## src/rtl/mem_controller_pkg.sv

```systemverilog
// Shared constants and types for the LSU-side memory controller.
// Holds the access-size encodings, the read/write direction encodings, the
// start of the IO region, the controller state type and a size decoder.
package mem_controller_pkg;

    localparam logic TRUE  = 1'b1;
    localparam logic FALSE = 1'b0;

    typedef logic [31:0] ADDR_TYPE;
    typedef logic [31:0] DATA_TYPE;

    // Direction of an LSU request (read_write_flag_from_lsu).
    localparam logic READ_SIT  = 1'b1;
    localparam logic WRITE_SIT = 1'b0;

    // Access size encodings (size_from_lsu); 2'd3 decodes as a word.
    localparam logic [1:0] SIZE_BYTE = 2'd0;
    localparam logic [1:0] SIZE_HALF = 2'd1;
    localparam logic [1:0] SIZE_WORD = 2'd2;

    // Start of the memory-mapped IO region throttled by io_buffer_full.
    localparam ADDR_TYPE IO_ADDR_BASE = 32'h0003_0000;

    typedef enum logic [1:0] {
        StIdle  = 2'd0,
        StRead  = 2'd1,
        StWrite = 2'd2
    } mc_state_e;

    // Number of bytes moved for a given size encoding.
    function automatic logic [2:0] size_to_nbytes(input logic [1:0] size);
        logic [2:0] nbytes;
        case (size)
            SIZE_BYTE: nbytes = 3'd1;
            SIZE_HALF: nbytes = 3'd2;
            default:   nbytes = 3'd4;
        endcase
        return nbytes;
    endfunction

endpackage

```

## src/rtl/mem_controller.sv

```systemverilog
// Responder end of the LSU <-> memory handshake. Accepts one load/store at a
// time and serialises it onto the byte-wide RAM/IO port; load bytes are
// assembled little-endian and returned with a one-cycle end pulse.
//
// Ports:
//   clk_in, rst_in (sync, active-low), rdy_in (low = freeze all state)
//   enable_from_lsu, read_write_flag_from_lsu, size_from_lsu,
//   address_from_lsu, data_from_lsu       : request from the LSU
//   available_to_lsu                       : idle and able to accept
//   end_to_lsu, data_to_lsu                : completion pulse / load data
//   rollback_flag_from_rob                 : flush (aborts loads only)
//   mem_din, mem_dout, mem_a, mem_wr       : byte-wide RAM/IO port
//   io_buffer_full                         : holds off stores to the IO region
module mem_controller #(
    parameter int unsigned ADDR_W       = 32,
    parameter int unsigned DATA_W       = 32,
    parameter logic [31:0] IO_ADDR_BASE = mem_controller_pkg::IO_ADDR_BASE
) (
    input  logic              clk_in,
    input  logic              rst_in,
    input  logic              rdy_in,
    input  logic              enable_from_lsu,
    input  logic              read_write_flag_from_lsu,
    input  logic [1:0]        size_from_lsu,
    input  logic [ADDR_W-1:0] address_from_lsu,
    input  logic [DATA_W-1:0] data_from_lsu,
    output logic              available_to_lsu,
    output logic              end_to_lsu,
    output logic [DATA_W-1:0] data_to_lsu,
    input  logic              rollback_flag_from_rob,
    input  logic [7:0]        mem_din,
    output logic [7:0]        mem_dout,
    output logic [ADDR_W-1:0] mem_a,
    output logic              mem_wr,
    input  logic              io_buffer_full
);
    import mem_controller_pkg::*;

    mc_state_e         state_q, state_d;
    logic [ADDR_W-1:0] addr_q, addr_d;
    logic [31:0]       wdata_q, wdata_d;
    logic [2:0]        nbytes_q, nbytes_d;
    // Cycles spent in the current access; in READ the byte captured on a
    // given edge belongs to lane cnt_q-1 because mem_din lags mem_a.
    logic [2:0]        cnt_q, cnt_d;
    logic [31:0]       rbuf_q, rbuf_d;
    logic [ADDR_W-1:0] mem_a_q, mem_a_d;
    logic [7:0]        mem_dout_q, mem_dout_d;
    logic              mem_wr_q, mem_wr_d;
    logic              end_q, end_d;
    logic [DATA_W-1:0] data_out_q, data_out_d;

    logic [2:0] nxt;
    logic [1:0] lane;
    logic       io_hold;

    assign nxt  = cnt_q + 3'd1;
    assign lane = cnt_q[1:0] - 2'd1;

    // A store into the IO region must wait while the UART buffer is full.
    assign io_hold = (read_write_flag_from_lsu == WRITE_SIT) && io_buffer_full &&
                     (address_from_lsu[17:16] == IO_ADDR_BASE[17:16]);

    assign available_to_lsu = (state_q == StIdle) && !(enable_from_lsu && io_hold);
    assign end_to_lsu       = end_q;
    assign data_to_lsu      = data_out_q;
    assign mem_a            = mem_a_q;
    assign mem_dout         = mem_dout_q;
    assign mem_wr           = mem_wr_q;

    always_comb begin
        state_d    = state_q;
        addr_d     = addr_q;
        wdata_d    = wdata_q;
        nbytes_d   = nbytes_q;
        cnt_d      = cnt_q;
        rbuf_d     = rbuf_q;
        mem_a_d    = mem_a_q;
        mem_dout_d = mem_dout_q;
        mem_wr_d   = mem_wr_q;
        end_d      = FALSE;
        data_out_d = data_out_q;

        unique case (state_q)
            StIdle: begin
                if (enable_from_lsu && !rollback_flag_from_rob && !io_hold) begin
                    addr_d   = address_from_lsu;
                    wdata_d  = data_from_lsu[31:0];
                    nbytes_d = size_to_nbytes(size_from_lsu);
                    cnt_d    = 3'd0;
                    rbuf_d   = '0;
                    mem_a_d  = address_from_lsu;
                    if (read_write_flag_from_lsu == READ_SIT) begin
                        state_d  = StRead;
                        mem_wr_d = FALSE;
                    end else begin
                        state_d    = StWrite;
                        mem_dout_d = data_from_lsu[7:0];
                        mem_wr_d   = TRUE;
                    end
                end
            end

            StRead: begin
                if (rollback_flag_from_rob) begin
                    state_d  = StIdle;
                    mem_wr_d = FALSE;
                end else begin
                    cnt_d = nxt;
                    // Address pipeline runs one byte ahead of the capture.
                    if (nxt < nbytes_q) begin
                        mem_a_d = addr_q + ADDR_W'(nxt);
                    end
                    if (cnt_q != 3'd0) begin
                        unique case (lane)
                            2'd0: rbuf_d[7:0]   = mem_din;
                            2'd1: rbuf_d[15:8]  = mem_din;
                            2'd2: rbuf_d[23:16] = mem_din;
                            2'd3: rbuf_d[31:24] = mem_din;
                        endcase
                        if (cnt_q == nbytes_q) begin
                            end_d      = TRUE;
                            data_out_d = DATA_W'(rbuf_d);
                            state_d    = StIdle;
                        end
                    end
                end
            end

            StWrite: begin
                // Rollback is ignored here: a store that reached memory commits.
                if (nxt < nbytes_q) begin
                    mem_a_d    = addr_q + ADDR_W'(nxt);
                    mem_dout_d = wdata_q[8*nxt[1:0] +: 8];
                    mem_wr_d   = TRUE;
                    cnt_d      = nxt;
                end else begin
                    mem_wr_d = FALSE;
                    end_d    = TRUE;
                    state_d  = StIdle;
                end
            end

            default: begin
                state_d  = StIdle;
                mem_wr_d = FALSE;
            end
        endcase
    end

    always_ff @(posedge clk_in) begin
        if (!rst_in) begin
            state_q    <= StIdle;
            addr_q     <= '0;
            wdata_q    <= '0;
            nbytes_q   <= 3'd0;
            cnt_q      <= 3'd0;
            rbuf_q     <= '0;
            mem_a_q    <= '0;
            mem_dout_q <= 8'd0;
            mem_wr_q   <= FALSE;
            end_q      <= FALSE;
            data_out_q <= '0;
        end else if (rdy_in) begin
            state_q    <= state_d;
            addr_q     <= addr_d;
            wdata_q    <= wdata_d;
            nbytes_q   <= nbytes_d;
            cnt_q      <= cnt_d;
            rbuf_q     <= rbuf_d;
            mem_a_q    <= mem_a_d;
            mem_dout_q <= mem_dout_d;
            mem_wr_q   <= mem_wr_d;
            end_q      <= end_d;
            data_out_q <= data_out_d;
        end
    end

endmodule

```

## config.mk

```make
export PLATFORM = sky130hd
export DESIGN_NAME = mem_controller
export DESIGN_NICKNAME = d
export VERILOG_FILES = /design/src/rtl/mem_controller_pkg.sv /design/src/rtl/mem_controller.sv
export SDC_FILE = /design/constraint.sdc
export NUM_CORES = 1
export LEC_CHECK = 0
export ABC_AREA = 0
export CAP_MARGIN = 15
export CELL_PAD_IN_SITES_DETAIL_PLACEMENT = 0
export CELL_PAD_IN_SITES_GLOBAL_PLACEMENT = 1
export CORE_MARGIN = 1.5
export CORE_UTILIZATION = 51
export DETAILED_ROUTE_END_ITERATION = 10
export DONT_BUFFER_PORTS = 1
export GPL_TIMING_DRIVEN = 0
export PLACE_DENSITY_LB_ADDON = 0.1
export SYNTH_ARGS = -nofsm -noshare
export SYNTH_HDL_FRONTEND = slang
export SYNTH_SLANG_ARGS = --single-unit
```

## constraint.sdc

```tcl
create_clock -name clk_in -period 6.1 [get_ports clk_in]
set_clock_uncertainty 0.05 [all_clocks]
set_input_delay 0.305 -clock clk_in [delete_from_list [all_inputs] [get_ports clk_in]]
set_output_delay 0.305 -clock clk_in [all_outputs]
set_load 0.005 [all_outputs]
```

==> results_dict.tcl <==
set metrics [dict create \
    outcome "complete, no violations" \
    synth_seq_area_share 0.4281 \
    coreArea_um2 15890 \
    synth.net_count 1070 \
    viasPerCell 5.786 \
    cellLeakagePower_nw 3.287 \
    min_period_ns 4.746 \
    yosys-top-cells-count "dfxtp_1 (178), nand2_1 (162), nor2_1 (89)" \
    setup_viol 0 \
    fin_nets 1157 \
    grt_max_degree 17 \
    cts_hold_buffers 68 \
    worstMarginPinSlew_ns 0.8365 \
    peakVddDrop_mv 0.2110 \
    synth_area_leaders "dfxtp_1 (43%), nand2_1 (7.3%), mux2i_1 (5.8%)" \
    ant_nets 0 \
    drc 0 \
    fp-row-count 46 \
    die_w_um 130.8 \
    gp_congestion 0.8897 \
    cap_violations 0 \
    max_freq_ghz 0.2107 \
    cts_buffer_depth 2 \
    clk_pin_slew_worst_paths_ns 0.07 \
    syn2layout_area_growth_pct 18.43 \
    portBuffers 0 \
    cp-end-kind "flop" \
    cts.sinks 178 \
    cp_data_arrival_time_ns 5.00 \
    critPathLaunchType "flop" \
    vias 7452 \
    cts-resized-gates 0 \
    report.final.slew_viol_count 0 \
    fin_cells 1288 \
    wl_mm 24.51 \
    synth_top_area_frac 0.4281 \
    wl_per_cell_um 19.03 \
    post-cts-setup-buffers 0 \
    relSlewSlack 0.4424 \
    start_util 0.5240 \
    worstSetupPathType "flop to flop" \
    cp.required_ns 6.35 \
    yosysTopAreaCell "dfxtp_1" \
    synth.avg_cell_area_um2 8.564 \
    insertion_delay_ns 0.43 \
    power_density_nw_per_um2 265.1 \
    drtIter0Drc 496 \
    fillers 1493 \
    ios 156 \
    period_share 0.7781 \
    grt_util_all_layers 0.2895 \
    yosysMostFrequentCell "dfxtp_1" \
    grt_pass1_wl_mm 37.53 \
    antenna_found_initial 0 \
    layout-drive-gt1-share 0.06343 \
    holdCritPathClass "input port to flop" \
    synth_edf_count 0 \
    grt-ovfl-total 0 \
    rsz0062_at_grt "false" \
    hold_viol 0 \
    grt_pass1_vias 6825 \
    numPlacedInstances 1188 \
    r2r_start "cnt_q[0]" \
    die-area_um2 17100 \
    cts_tree "done" \
    htreeDepth 4 \
    syn_inst 972 \
    cts_root_buffer "clkbuf_16" \
    min-delay-start "address_from_lsu[22]" \
    tns_ns 0 \
    ys_ff_latch 178 \
    critPathLaunch "cnt_q[0]" \
    yosys.cell_types.count 59 \
    netlist_area_um2 8324 \
    synthFlopType "dfxtp_1" \
    crit_fanout 10 \
    firstDrtPassIters 5 \
    async_flop_share 0 \
    diodes 0 \
    fin_util 0.6206 \
    dp_hpwl_mm 17.11 \
    yosysWarningCount 0 \
    die_h_um 130.8 \
    cts_buffers 17 \
]
==> power by group <==
part,switching [W],total (W),internal (W)
Combinational,0.000173,0.000282,0.000108
Clock,0.000488,0.00110,0.000612
Sequential,0.0000322,0.00123,0.00120
==> metrics by stage <==
step,power (W),cell area (µm²),hold WS (ns),worst slack (ns)
finish,0.002614,9858,0.02240,1.354
global route,0.002700,9858,0.02056,1.019
CTS,0.002619,9858,0.01159,1.350
detailed placement,0.001500,8594,0.3965,1.389
global placement,0.001497,8594,0.3903,1.453
floorplan,0.001420,8324,0.3831,2.495
==> routing by layer <==
layer | routed length (µm) | GRT usage | vias up
li1 | - | - | 3623
met1 | 11310 | 0.4078 | 3518
met2 | 10870 | 0.4378 | 276
met3 | 1886 | 0.07451 | 35
met4 | 449 | 0.08597 | 0
met5 | 0 | 0 | -
==> critical path, cell delays in order (launching register included) <==
cell and delay (ns):
dfxtp_1 0.41, clkbuf_1 0.54, inv_1 0.30, ha_1 0.42
clkbuf_1 0.65, inv_1 0.14, fa_1 0.46, nor2b_1 0.32
o2111ai_1 0.28, clkbuf_1 0.33, nor4_1 0.43, xnor2_1 0.17
o22ai_1 0.09
==> flip-flops by register name, indices dropped and copies added (netlist names) <==
signal / flops
state_q: 2
rbuf_q: 32
mem_dout: 8
addr_q: 32
nbytes_q: 3
mem_wr: 1
end_to_lsu: 1
wdata_q: 32
mem_a: 32
cnt_q: 3
data_to_lsu: 32
==> final cells by class <==
class,instances,area [µm²],area share
Tap cell,216,270.3,0.02741
Inverter,15,56.30,0.005711
Buffer,82,341.6,0.03465
Clock inverter,13,150.1,0.01523
Multi-Input combinational cell,697,4363,0.4426
Sequential cell,178,3563,0.3615
Timing Repair Buffer,68,680.7,0.06904
Clock buffer,19,432.9,0.04391
==> logic make-up (layout without fill, tap and decap cells) <==
group                    count (synthesis)  in the layout  share of synthesized area
AND/OR/NAND/NOR                        365            365                     0.2059
flip-flops                             178            178                     0.4281
adder cells (fa/ha/maj)                 17             17                    0.02645
multiplexers                            65             65                    0.09154
buffers and inverters                   97            197                    0.04780
AO/OA/AOI/OAI                          231            231                     0.1802
XOR/XNOR                                19             19                    0.01999
==> worst paths after layout <==
kind            endpoint  slack [ns]  depth (start not counted)
min reg2reg  wdata_q[20]        0.41                          2
max            mem_a[28]        1.35                         12
max reg2reg    mem_a[28]        1.35                         12
min            mem_a[22]        0.02                          2
==> cells in the final DEF, fill, tap and decap left out, drive strengths merged, types with 7 or more instances in the layout <==
cell / instances
nor2: 89
nor3: 7
or3: 7
nor4b: 9
a22oi: 32
nand2b: 9
nand4: 7
buf: 24
mux4: 8
nand2: 162
nand3: 21
o21ai: 16
nor4: 8
ha: 16
mux2i: 48
o211ai: 13
mux2: 9
dlygate4sd3: 68
a21oi: 87
a211oi: 38
inv: 19
clkbuf: 77
xnor2: 11
dfxtp: 178
and3: 11
xor2: 8
nor3b: 7
(Power assumes the default switching activity.)
